===== src/rtl/red_fetch_decode.sv =====
// Fetch/decode front end: PC register, IF/ID latch, decoder and ID/EX register.
// BNE is resolved when it sits in ID/EX, using the execute stage's Zero flag.
module red_fetch_decode #(
    parameter int                    ADDRESS_WIDTH = 5,
    parameter int                    ALUctrl_WIDTH = 3,
    parameter int                    DATA_WIDTH    = 32,
    parameter logic [DATA_WIDTH-1:0] PC_RESET      = '0
) (
    input  logic                     clk,
    input  logic                     rst_n,
    input  logic [DATA_WIDTH-1:0]    instr,
    input  logic                     stall,
    input  logic                     Zero,
    output logic [DATA_WIDTH-1:0]    pc,
    output logic [DATA_WIDTH-1:0]    ImmOp,
    output logic [ADDRESS_WIDTH-1:0] rs1,
    output logic [ADDRESS_WIDTH-1:0] rs2,
    output logic [ADDRESS_WIDTH-1:0] rd,
    output logic                     RegWrite,
    output logic [ALUctrl_WIDTH-1:0] ALUctrl,
    output logic                     ALUsrc,
    output logic                     MemWrite,
    output logic                     ResultSrc,
    output logic                     valid,
    output logic                     illegal
);

    typedef struct packed {
        logic                     valid;
        logic                     illegal;
        logic [DATA_WIDTH-1:0]    imm;
        logic [ADDRESS_WIDTH-1:0] rs1;
        logic [ADDRESS_WIDTH-1:0] rs2;
        logic [ADDRESS_WIDTH-1:0] rd;
        logic                     regwrite;
        logic [ALUctrl_WIDTH-1:0] aluctrl;
        logic                     alusrc;
        logic                     memwrite;
        logic                     resultsrc;
        logic                     is_bne;
        logic [DATA_WIDTH-1:0]    br_target;
    } idex_t;

    logic [DATA_WIDTH-1:0] pc_q, pc_d;
    logic [DATA_WIDTH-1:0] ifid_instr_q, ifid_instr_d;
    logic [DATA_WIDTH-1:0] ifid_pc_q, ifid_pc_d;
    logic                  ifid_valid_q, ifid_valid_d;
    idex_t                 idex_q, idex_d;
    idex_t                 dec;
    logic                  dec_legal;
    logic                  taken;

    logic [6:0]            opcode;
    logic [2:0]            funct3;
    logic [6:0]            funct7;
    logic [DATA_WIDTH-1:0] imm_i, imm_s, imm_b;

    assign opcode = ifid_instr_q[6:0];
    assign funct3 = ifid_instr_q[14:12];
    assign funct7 = ifid_instr_q[31:25];
    assign imm_i  = {{(DATA_WIDTH-12){ifid_instr_q[31]}}, ifid_instr_q[31:20]};
    assign imm_s  = {{(DATA_WIDTH-12){ifid_instr_q[31]}}, ifid_instr_q[31:25], ifid_instr_q[11:7]};
    assign imm_b  = {{(DATA_WIDTH-13){ifid_instr_q[31]}}, ifid_instr_q[31], ifid_instr_q[7],
                     ifid_instr_q[30:25], ifid_instr_q[11:8], 1'b0};

    // Decode of the IF/ID word; fields not used by an instruction stay 0.
    always_comb begin
        dec       = '0;
        dec_legal = 1'b0;
        case (opcode)
            7'b0010011: if (funct3 == 3'b000) begin
                dec_legal    = 1'b1;
                dec.imm      = imm_i;
                dec.rs1      = ADDRESS_WIDTH'(ifid_instr_q[19:15]);
                dec.rd       = ADDRESS_WIDTH'(ifid_instr_q[11:7]);
                dec.alusrc   = 1'b1;
                dec.regwrite = 1'b1;
            end
            7'b0110011: if (funct3 == 3'b000 && funct7 == 7'b0000000) begin
                dec_legal    = 1'b1;
                dec.rs1      = ADDRESS_WIDTH'(ifid_instr_q[19:15]);
                dec.rs2      = ADDRESS_WIDTH'(ifid_instr_q[24:20]);
                dec.rd       = ADDRESS_WIDTH'(ifid_instr_q[11:7]);
                dec.regwrite = 1'b1;
            end
            7'b0000011: if (funct3 == 3'b010) begin
                dec_legal     = 1'b1;
                dec.imm       = imm_i;
                dec.rs1       = ADDRESS_WIDTH'(ifid_instr_q[19:15]);
                dec.rd        = ADDRESS_WIDTH'(ifid_instr_q[11:7]);
                dec.alusrc    = 1'b1;
                dec.regwrite  = 1'b1;
                dec.resultsrc = 1'b1;
            end
            7'b0100011: if (funct3 == 3'b010) begin
                dec_legal    = 1'b1;
                dec.imm      = imm_s;
                dec.rs1      = ADDRESS_WIDTH'(ifid_instr_q[19:15]);
                dec.rs2      = ADDRESS_WIDTH'(ifid_instr_q[24:20]);
                dec.alusrc   = 1'b1;
                dec.memwrite = 1'b1;
            end
            7'b1100011: if (funct3 == 3'b001) begin
                dec_legal     = 1'b1;
                dec.imm       = imm_b;
                dec.rs1       = ADDRESS_WIDTH'(ifid_instr_q[19:15]);
                dec.rs2       = ADDRESS_WIDTH'(ifid_instr_q[24:20]);
                dec.aluctrl   = ALUctrl_WIDTH'(3'b001);
                dec.is_bne    = 1'b1;
                dec.br_target = ifid_pc_q + imm_b;
            end
            default: ;
        endcase
        dec.valid = dec_legal;
    end

    assign taken = idex_q.valid & idex_q.is_bne & ~Zero;

    // A taken branch outranks stall: redirect and flush both younger stages.
    always_comb begin
        pc_d         = pc_q;
        ifid_instr_d = ifid_instr_q;
        ifid_pc_d    = ifid_pc_q;
        ifid_valid_d = ifid_valid_q;
        idex_d       = '0;
        if (taken) begin
            pc_d         = idex_q.br_target;
            ifid_valid_d = 1'b0;
        end else if (!stall) begin
            pc_d         = pc_q + DATA_WIDTH'(4);
            ifid_instr_d = instr;
            ifid_pc_d    = pc_q;
            ifid_valid_d = 1'b1;
            if (ifid_valid_q) begin
                if (dec_legal) idex_d = dec;
                else           idex_d.illegal = 1'b1;
            end
        end
    end

    always_ff @(posedge clk) begin
        if (!rst_n) begin
            pc_q         <= PC_RESET;
            ifid_instr_q <= '0;
            ifid_pc_q    <= '0;
            ifid_valid_q <= 1'b0;
            idex_q       <= '0;
        end else begin
            pc_q         <= pc_d;
            ifid_instr_q <= ifid_instr_d;
            ifid_pc_q    <= ifid_pc_d;
            ifid_valid_q <= ifid_valid_d;
            idex_q       <= idex_d;
        end
    end

    assign pc        = pc_q;
    assign ImmOp     = idex_q.imm;
    assign rs1       = idex_q.rs1;
    assign rs2       = idex_q.rs2;
    assign rd        = idex_q.rd;
    assign RegWrite  = idex_q.regwrite;
    assign ALUctrl   = idex_q.aluctrl;
    assign ALUsrc    = idex_q.alusrc;
    assign MemWrite  = idex_q.memwrite;
    assign ResultSrc = idex_q.resultsrc;
    assign valid     = idex_q.valid;
    assign illegal   = idex_q.illegal;

endmodule


===== config.mk =====
export PLATFORM = sky130hd
export DESIGN_NAME = red_fetch_decode
export DESIGN_NICKNAME = d
export VERILOG_FILES = /design/src/rtl/red_fetch_decode.sv
export SDC_FILE = /design/constraint.sdc
export NUM_CORES = 1
export LEC_CHECK = 0
export CELL_PAD_IN_SITES_DETAIL_PLACEMENT = 1
export CELL_PAD_IN_SITES_GLOBAL_PLACEMENT = 2
export CORE_UTILIZATION = 33
export CTS_BUF_LIST = sky130_fd_sc_hd__clkbuf_4
export DETAILED_ROUTE_END_ITERATION = 6
export PLACE_DENSITY = 0.9
export SETUP_SLACK_MARGIN = 0.15
export SKIP_LAST_GASP = 1
export SYNTH_ARGS = -nofsm -noshare
export SYNTH_HDL_FRONTEND = slang
export SYNTH_SLANG_ARGS = --single-unit
export TNS_END_PERCENT = 20

===== constraint.sdc =====
create_clock -name clk -period 3.1 [get_ports clk]
set_clock_uncertainty 0.05 [all_clocks]
set_input_delay 0.62 -clock clk [delete_from_list [all_inputs] [get_ports clk]]
set_output_delay 0.62 -clock clk [all_outputs]
set_load 0.01 [all_outputs]

---- After elaboration in Yosys (flattened, before gate mapping) ----
Index checks and enable logic that the tools add are counted.
cells by class
  add/sub/neg operators ................... 2
  eq/ne operators ......................... 8
  multiplexer cells ....................... 24
  bitwise gates (word level) .............. 12
  reduce and logical (&&, ||, !) cells .... 12
operators with widths
  kind                   number
  $pmux 32 s4            1
  $mux 42                2
  $mux 37                2
  $mux 32                2
  $mux 33                1
  $add 32x3->32 const B  1
  $add 32x32->32         1
  $pmux 5 s5             1
  $pmux 6 s3             1
  $reduce_or 6->1        3
  $mux 16                1
  $pmux 5 s3             1
  $eq 7x6->1 const B     2
  $mux 6                 2
  $not 1->1              10
  $eq 7x2->1 const B     1
  $eq 7x5->1 const B     1
  $eq 7x7->1 const B     1
  $logic_not 7->1        1
  $mux 1                 7
  $reduce_or 7->1        1
  $reduce_or 5->1        1
  $pmux 1 s4             1
  $reduce_or 2->1        2
  other kinds (10)       11
word-level totals
  flip-flop bits (word level) ............. 186
  input bits .............................. 36
  output and inout bits ................... 88
  word-level logic and storage cells ...... 75

---- Longest topological paths before layout ----
  depth in word-level cells ............... 6
  mapped depth ............................ 9

---- Least setup slack after synthesis ----
No wires, ideal clock.
  kind .................................... register to register
  start point ............................. register ifid_instr_q[31]
  end point ............................... register idex_q[31] (netlist bit)
  library setup time ...................... 0.071 ns
  data arrival time ....................... 2.537 ns
  data required time ...................... 2.979 ns
  setup slack ............................. 0.442 ns
  cell stages (with the launch flop) ...... 10
  path buffers ............................ 1
  clock period less this slack ............ 2.658 ns
  cell sequence ........................... dfxtp_1 > ha_1 > clkbuf_1 > a21o_1 > a21oi_1 > o22ai_1 > a211o_1 > o21a_1 > or3_1 > a21oi_1
on the way
  word-level cells in the longest chain between the ends .. 6
ends and longest elaborated chain
  element                                                 RTL line  text
  start, declared                                         45        logic [DATA_WIDTH-1:0] ifid_instr_q, ifid_instr_d;
  start signal, assigned                                  150       ifid_instr_q <= ifid_instr_d;
  branches (longest 6 deep; another with $add 32x32->32)  n/a
  end signal, assigned                                    153       idex_q <= idex_d;
  end, declared                                           48        idex_t idex_q, idex_d;
Several ways; the timed one is not identified.
A chain may end at the register's enable or synchronous reset.

---- Worst setup path after layout ----
  start point ............................. register ifid_instr_q[31]
  end point ............................... register idex_q[30] (netlist bit)
Same word-level chain as after synthesis.

==> flow_metrics.py <==
metrics = {
    "run_status": {
        "status": "completed",
    },
    "pwr": {
        "seq_power_share": 0.565,
        "power.internal_mw": 2.83,
        "power_density_mw_per_mm2": 409,
        "ir_worst_vdd_v": 0.000200,
        "clockPowerShare": 0.366,
        "power_mw": 3.84,
        "pwr-share-comb": 0.069,
        "switchingPower_mw": 1.01,
        "p_leak_nw": 3.42,
        "p_sw_frac": 0.264,
    },
    "yosys": {
        "synth_edf_count": 0,
        "synth_warnings": 0,
        "synthFlopType": "dfxtp_1",
        "synth_area_mm2": 0.00788,
        "yosysMostFrequentCell": "nand2_1",
        "ys_types": 66,
        "synth.avg_cell_area_um2": 8.18,
        "yosysTopAreaCell": "dfxtp_1",
        "synthTopCellsByCount": "177 x nand2_1, 164 x dfxtp_1, 117 x a21oi_1, 85 x nor2_1, 51 x buf_4",
        "synth.area.top_cells": "dfxtp_1 42%, nand2_1 8.4%, a21oi_1 7.4%, ha_1 4.9%, buf_4 4.9%",
        "ys_ff_latch": 164,
        "yosys.area.top_type_share": 0.417,
        "synth_cells": 963,
        "async_flop_share": 0,
        "ys_seq_area_frac": 0.417,
    },
    "worst_setup_path": {
        "end_kind": "flip-flop",
        "path_delay_family": "compound AO/OA/AOI/OAI gates",
        "cp.depth": 9,
        "crit_chain": "buf_4 -> ha_1 -> nand4_1 -> a2111oi_1 -> buf_4 -> o2111ai_1 -> a21oi_1 -> nor3_1 -> nor3_1",
        "cp_slowest_cell": "a2111oi_1",
        "slowest_delay_ns": 0.60,
        "path_class": "reg -> reg",
        "start_kind": "flip-flop",
        "reg2reg_slack_ns": 0.27,
        "worstRegToRegCells": 9,
        "arrival_ns": 3.29,
        "cp.buffers_inverters": 2,
        "crit_fanout": 13,
        "cp.required_ns": 3.55,
    },
    "clock_tree": {
        "cts_made_buffers": 17,
        "clk_path_buf_depth": 2,
        "cts_setup_buffers": 0,
        "clock_latency_ns": 0.57,
        "cts.sinks": 164,
        "cts-hold-fix-buffers": 0,
        "root_buffer": "clkbuf_4",
        "tritoncts": "yes",
        "post_cts_resized": 0,
        "cts.clk_slew.worst_paths_ns": 0.15,
        "htree_num_levels": 4,
    },
    "final_layout": {
        "drive_gt1_frac": 0.0687,
        "design_area_mm2": 0.00940,
        "final_nets": 1089,
        "area_growth_pct": 19.4,
    },
    "min_path": {
        "hold_path_depth": 2,
        "hold_path_class": "reg -> reg",
    },
    "timing": {
        "tightest_slew_ns": 0.606,
        "timing.fmax_mhz": 353,
        "finalHoldViolCount": 0,
        "tns_ns": 0,
        "post-route-period-util": 0.914,
        "relSlewSlack": 0.596,
        "layout_min_cycle_time_ns": 2.83,
        "setup_viol": 0,
        "rsz0062_at_grt": "yes",
        "slew_violations": 0,
    },
    "die": {
        "die_area_mm2": 0.0245,
        "die_x_um": 156,
        "boundaryPins": 124,
        "core_area_mm2": 0.0235,
        "rows": 56,
        "initial_core_util": 0.336,
        "die_y_um": 156,
    },
    "routing": {
        "drt-initial-drc-count": 288,
        "wl_met2_um": 11300,
        "vias": 6794,
        "highest_layer": "met4",
        "first_pass_iters": 4,
        "m1WireLength_um": 10300,
        "wl_met3_um": 845,
        "wl_per_cell_um": 16.9,
        "drcViolationCount": 0,
        "totalWireLength_um": 22800,
        "drt-vias-per-instance": 5.02,
        "ant_nets": 0,
    },
    "place": {
        "finalWeightedCongestion": 0.833,
        "place_area_mm2": 0.00908,
        "numPortBuffers": 121,
        "dp_hpwl_um": 17000,
    },
    "global_route": {
        "antenna_found_initial": 1,
        "grt_max_degree": 65,
        "grt_pass1_vias": 6819,
        "grt_usage": 0.192,
        "grt_pass1_wl_um": 36300,
        "grt-ovfl-total": 0,
    },
    "job": {
        "cap_violations": 0,
    },
}
## cells in the final DEF (no fill, tap or decap), types with 26 or more instances in the layout
master           count
a211oi_1            26
a21oi_1            117
and2_1              28
clkdlybuf4s50_1    121
dfxtp_1            164
ha_1                31
nand2_1            177
nor2_1              84
xnor2_1             28
## logic make-up (layout without fill, tap and decap cells)
kind of cell | after synthesis | after routing | synth area share
AO/OA/AOI/OAI | 217 | 217 | 0.167
XOR/XNOR | 48 | 48 | 0.0534
adder cells (fa/ha/maj) | 32 | 32 | 0.0518
buffers and inverters | 115 | 184 | 0.0802
flip-flops | 164 | 164 | 0.417
multiplexers | 2 | 2 | 0.00270
other | 1 | 3 | 0.000476
AND/OR/NAND/NOR | 384 | 384 | 0.228
## layout make-up
class / count / area (um^2)
clock buffers: 17 / 128
diodes: 1 / 2.50
inverters: 14 / 52.6
clock inverters: 14 / 191
multi-input cells: 685 / 3980
repair buffers: 139 / 1370
flip-flops and latches: 164 / 3280
fillers: 2787 / 14100
well taps: 319 / 399
## routing by layer
layer | global-route usage | vias to the layer above
li1 | - | 3338
met3 | 0.0357 | 25
met4 | 0.0518 | 0
met5 | 0 | -
met2 | 0.344 | 137
met1 | 0.233 | 3294
## per-stage QoR
stage,std cells,hold slack [ns],worst slack [ns],util
global placement,1321,0.376,0.247,0.387
detailed placement,1321,0.388,0.269,0.387
finish,1353,0.397,0.266,0.401
CTS,1352,0.396,0.219,0.400
floorplan,964,0.367,0.442,-
global route,1353,0.434,0.0402,0.401
## sequential cells by signal, indices dropped and copies added (netlist names), 5 cells and up
name,cells
idex_q,33
ifid_instr_q,32
ifid_pc_q,32
pc,32
ImmOp,13
rd,5
rs1,5
rs2,5
## path summary, 6_finish.rpt
path                    start    endpoint
max          ifid_instr_q[31]  idex_q[30]
min                 idex_q[2]       pc[2]
max reg2reg  ifid_instr_q[31]  idex_q[30]
min reg2reg         idex_q[2]       pc[2]
## tightest hold or removal path, delay by kind of cell (launching register included)
family,cells,cell delay (ns)
simple gates,1,0.05
flops,1,0.33
compound gates,1,0.05
## power groups by stage
| stage | combinational [mW] | sequential [mW] | clock, mW |
|---|---|---|---|
| after floorplan | 0.150 | 2.21 | 0 |
| after global placement | 0.260 | 2.21 | 0 |
| after detailed placement | 0.265 | 2.22 | 0 |
| after CTS | 0.267 | 2.17 | 1.46 |
| after global routing | 0.291 | 2.17 | 1.53 |
| final | 0.265 | 2.17 | 1.41 |
(Power assumes the default switching activity.)
==> patch 1: new RTL, same flow settings <==
Take the reset off `ifid_instr_q` and load it in a clocked block of its own.
--- a/src/rtl/red_fetch_decode.sv
+++ b/src/rtl/red_fetch_decode.sv
@@ -142,5 +142,4 @@
         if (!rst_n) begin
             pc_q         <= PC_RESET;
-            ifid_instr_q <= '0;
             ifid_pc_q    <= '0;
             ifid_valid_q <= 1'b0;
@@ -148,9 +147,12 @@
         end else begin
             pc_q         <= pc_d;
-            ifid_instr_q <= ifid_instr_d;
             ifid_pc_q    <= ifid_pc_d;
             ifid_valid_q <= ifid_valid_d;
             idex_q       <= idex_d;
         end
+    end
+
+    always_ff @(posedge clk) begin
+        ifid_instr_q <= ifid_instr_d;
     end
 
Formal check against the unedited RTL: no difference found for any inputs over 4 cycles, from zero or initial values and one cycle with rst_n low; that may be too few to reach the edited logic, so the function may still have changed.
==> patch 1 against the original RTL <==
  * Wire length is 0.71% higher
  * Setup slack better by 27 ps
  * Power is 0.31% higher
  * Final cell count is 5.6% lower
  * Area after synthesis is 1.1% lower
  * Cell area is 0.33% higher
  * First-iteration DRC count is 30% higher
  * Sequential cell count stayed put
  * Largest power group unchanged
  * Highest routed layer unchanged
==> patch 1: results (changes against the original RTL) <==
status=completed (unchanged); CTS Root Cell=clkbuf_4 (unchanged); Rel. slew slack=55.3% (was 59.6%); Post-Place Setup Slack=231 ps (was 269 ps); r2r setup slk=290 ps (was 270 ps); Final Worst Setup Slack=293 ps (was 266 ps); main area contributors after synthesis=dfxtp_1 (34%), edfxtp_1 (12%), nand2_1 (5.4%), a21oi_1 (5.1%), ha_1 (5.0%) (was dfxtp_1 (42%), nand2_1 (8.4%), a21oi_1 (7.4%), ha_1 (4.9%), buf_4 (4.9%)); Syn. warnings=0 (unchanged); hold endpoint=pc[1] (was pc[2]); combinational power share=6.6% (was 6.9%); Crit path arrival time=3280 ps (was 3290 ps); register area share after synthesis=46.3% (was 41.7%); largest net degree at the start of global routing=57 (was 65); latest clock arrival within the worst-skew pair=610 ps (was 570 ps); synth cell count leaders=dfxtp_1 (132), nand2_1 (112), nor2_1 (86) (was nand2_1 (177), dfxtp_1 (164), a21oi_1 (117)); Static Leak=3.43 nW (was 3.42 nW); fillers=2648 (was 2787); 1st-pass router iterations=6 (was 4); grt met1 use=26.0% (was 23.3%); hold-critical path depth=2 (unchanged); metal3 WL=580 um (was 845 um); compound-cell area share of the yosys netlist=14.8% (was 16.7%); total track usage=19.6% (was 19.2%); H-tree depth=4 (unchanged); clock transition at the registers of the reported paths=170 ps (was 150 ps); final RePlAce weighted congestion=0.867 (was 0.833); post-synthesis mux area share=0.257% (was 0.270%); CP startpoint=ifid_instr_q[8] (was ifid_instr_q[31]); VDD IR max=200 uV (about the same); met2 WL=11200 um (was 11300 um); Metal-1 WL=10900 um (was 10300 um); R2R Path End=idex_q[31] (was idex_q[30]); Switch Pwr=0.00114 W (was 0.00101 W); final WL=23000 um (was 22800 um); TritonCTS Buffers=17 (unchanged); global-route wire length before repair=36200 um (was 36300 um); DR vias/cell=5.08 (was 5.02); worst hold path startpoint=idex_q[1] (was idex_q[2]); layout cells sized above 1=8.00% (was 6.87%); Synth Area in XOR/XNOR=5.62% (was 5.34%); vias in the first global route=6489 (was 6819); slowest cell on the critical path=edfxtp_1 (was a2111oi_1); post-CTS setup buffers=0 (unchanged); ys async rst share=0% (unchanged); CP peak stage delay=440 ps (was 600 ps); Iter 0 DRT Violations=374 (was 288); PortBufs=121 (unchanged); Adder-Cell Fraction of Synth Area=5.24% (was 5.18%); number of synthesized flops with an enable pin=32 (was 0); initial antenna violation count=1 (unchanged); fin nets=1018 (was 1089); Global Route met3 Usage=2.56% (was 3.57%); synth unique cells=69 (was 66); largest register by flop count=idex_q (unchanged); critical path fanouts, max=4 (was 13); met2 Use GR=33.1% (was 34.4%); post-DP HPWL=17100 um (was 17000 um); Clock group=0.00137 W (was 0.00141 W)
-- patch 1: cell families (layout without fill, tap and decap cells) --
family          Yosys count  count (layout)
mux                       2               2
other cells               1               3
simple gates            330             330
xor+xnor                 50              50
compound gates          187             187
flops                   164             164
buf+inv                 103             196
fa+ha+maj                32              32
-- patch 1: area by class of cell --
cell class | count | share of cell area [%]
multi-input combinational | 603 | 38.3
sequential | 164 | 38.2
timing repair buffer | 148 | 15.3
tap | 313 | 4.15
clock inverter | 15 | 2.11
clock buffer | 17 | 1.35
inverter | 16 | 0.637
antenna | 1 | 0.0265
-- patch 1: stage by stage --
step           power (W)  instances  hold slack, ps  cell area [um2]
6_report         0.00385       1277             403             9430
3_3_place_gp     0.00252       1244             373             9080
2_1_floorplan    0.00241        870             367             7790
5_1_grt          0.00400       1277             420             9430
3_5_place_dp     0.00253       1244             381             9080
4_1_cts          0.00389       1276             406             9410
-- patch 1: timing repair --
action                     4_1_cts  5_1_grt
resized for setup                0        4
pin swaps                        1        1
setup endpoints to repair        1        7
==> patch 2: new RTL, same flow settings <==
Made on the original files. The parameter `ADDRESS_WIDTH` goes from 5 to 6.
--- a/src/rtl/red_fetch_decode.sv
+++ b/src/rtl/red_fetch_decode.sv
@@ -2,5 +2,5 @@
 // BNE is resolved when it sits in ID/EX, using the execute stage's Zero flag.
 module red_fetch_decode #(
-    parameter int                    ADDRESS_WIDTH = 5,
+    parameter int                    ADDRESS_WIDTH = 6,
     parameter int                    ALUctrl_WIDTH = 3,
     parameter int                    DATA_WIDTH    = 32,
Interface: changed (resized rd, rs1 and rs2); port bits go from 124 to 127. The function was not compared with the original's and may differ.
==> patch 2 against the original RTL <==
  * Power increased by 0.42%
  * Sequential cell count unchanged
  * Die area increased by 1.7%
  * Highest routed layer unchanged
  * Cell area increased by 1.7%
  * Global-route usage increased by 0.065 points
  * Fmax increased by 4.3%
  * Setup slack improved by 120 ps
  * Area after synthesis increased by 1.7%
  * Wire length increased by 2.2%
  * Non-clock buffer count unchanged
  * Sequential share of layout area decreased by 0.58 points
==> patch 2: results (changes against the original RTL) <==
status=completed (unchanged); cells on worst reg2reg path=8 (was 9); Clock Tree Buf Depth=2 (unchanged); Static Leak=3.44 nW (was 3.42 nW); Iter 0 DRT Violations=264 (was 288); critical path fanouts, max=6 (was 13); CP peak stage delay=540 ps (was 600 ps); fin nets=1117 (was 1089); DP Cell Count=1349 (was 1321); DR vias/cell=5.04 (was 5.02); total track usage=19.3% (was 19.2%); Crit path arrival time=3160 ps (was 3290 ps); r2r setup slk=380 ps (was 270 ps); Top FF cell, synth=dfxtp_1 (unchanged); Syn. warnings=0 (unchanged); post-CTS resize count=0 (unchanged); Switch Pwr=0.00114 W (was 0.00101 W); Cells after Synth=985 (was 963); VDD IR max=226 uV (was 200 uV); fillers=2845 (was 2787); PortBufs=121 (unchanged); TritonCTS Buffers=17 (unchanged); Routed wire per std cell=16.9 um (about the same); layout cells sized above 1=7.06% (was 6.87%); worst min path class=reg2reg (unchanged); CTS Root Cell=clkbuf_4 (unchanged); synth unique cells=67 (was 66); post-DP HPWL=17100 um (was 17000 um); critical path class=reg2reg (unchanged); worst hold path startpoint=idex_q[2] (unchanged); main area contributors after synthesis=dfxtp_1 (41%), nand2_1 (8.9%), a21oi_1 (7.4%), buf_4 (5.0%), ha_1 (4.8%) (was dfxtp_1 (42%), nand2_1 (8.4%), a21oi_1 (7.4%), ha_1 (4.9%), buf_4 (4.9%)); R2R Path End=idex_q[20] (was idex_q[30]); worst slew pin tran=760 ps (was 606 ps); register area share after synthesis=41.0% (was 41.7%); 1st-pass router iterations=4 (unchanged); synth cell count leaders=nand2_1 (190), dfxtp_1 (164), a21oi_1 (118) (was nand2_1 (177), dfxtp_1 (164), a21oi_1 (117)); max FFs per register=33 (unchanged); slowest cell on the critical path=a311oi_2 (was a2111oi_1); initial antenna violation count=1 (unchanged); met2 Use GR=30.2% (was 34.4%); final RePlAce weighted congestion=0.852 (was 0.833); delay-heaviest family, CP=compound AO/OA/AOI/OAI gates (unchanged); H-tree depth=4 (unchanged); post-CTS setup buffers=0 (unchanged); largest net degree at the start of global routing=92 (was 65); Global Route met3 Usage=3.64% (was 3.57%); latest clock arrival within the worst-skew pair=600 ps (was 570 ps); largest register by flop count=idex_q (unchanged); global-route wire length before repair=37000 um (was 36300 um); clock transition at the registers of the reported paths=170 ps (was 150 ps); grt met1 use=26.6% (was 23.3%); Post-Layout Cell Count=1382 (was 1353); vias in the first global route=6837 (was 6819); FF-to-FF Start=ifid_instr_q[7] (was ifid_instr_q[31]); ys async rst share=0% (unchanged)
==> patch 2: how the worst min path moves through the flow <==
| stage | cells past startpoint | slack [ps] | end |
|---|---|---|---|
| after CTS | 2 | 400 | pc[2] |
| after detailed placement | 2 | 380 | pc[2] |
| after global routing | 2 | 410 | pc[2] |
| final | 2 | 400 | pc[2] |
| after floorplan | 2 | 370 | pc[0] |
| after global placement | 2 | 370 | pc[2] |
==> patch 2: kinds of logic after synthesis <==
| family | share of synthesized area (%) |
|---|---|
| AND/OR/NAND/NOR | 23.3 |
| XOR/XNOR | 4.81 |
| AO/OA/AOI/OAI | 17.3 |
| buffers and inverters | 8.08 |
| flip-flops | 41.0 |
| multiplexers | 0.375 |
| adder cells (fa/ha/maj) | 5.09 |
| other | 0.0468 |
==> patch 2: metal layers <==
layer,wire length [um],part of all wire (%)
met3,932,4.0
met2,10400,45
met5,0,0
met4,357,1.5
met1,11700,50
==> patch 2: worst register-to-register path: cells and delay by family, from the launching register on <==
kind | cells | cell delay (ps)
compound gates | 4 | 1230
fa+ha+maj | 1 | 430
simple gates | 2 | 410
flops | 1 | 410
buf+inv | 1 | 110
==> patch 2: power by group through the flow <==
stage	combinational (W)	clock [W]	sequential, W
2_1_floorplan	0.000160	0	0.00221
3_3_place_gp	0.000261	0	0.00222
3_5_place_dp	0.000267	0	0.00222
4_1_cts	0.000267	0.00146	0.00217
5_1_grt	0.000292	0.00154	0.00218
6_report	0.000264	0.00142	0.00217
==> patch 2: cell type report <==
type	instances	area share [%]
Inverter	19	0.746
Antenna cell	1	0.0262
Multi-Input combinational cell	708	42.9
Tap cell	319	4.17
Sequential cell	164	34.3
Clock buffer	17	1.33
Timing Repair Buffer	139	14.2
Clock inverter	15	2.25
==> patch 2: stage by stage <==
| stage | cell area (um2) | utilization, % | setup slack [ps] |
|---|---|---|---|
| 2_1_floorplan | 8030 | - | 437 |
| 3_3_place_gp | 9220 | 39.0 | 384 |
| 3_5_place_dp | 9220 | 39.0 | 336 |
| 4_1_cts | 9560 | 40.5 | 282 |
| 5_1_grt | 9560 | 40.5 | 234 |
| 6_report | 9560 | 40.5 | 382 |
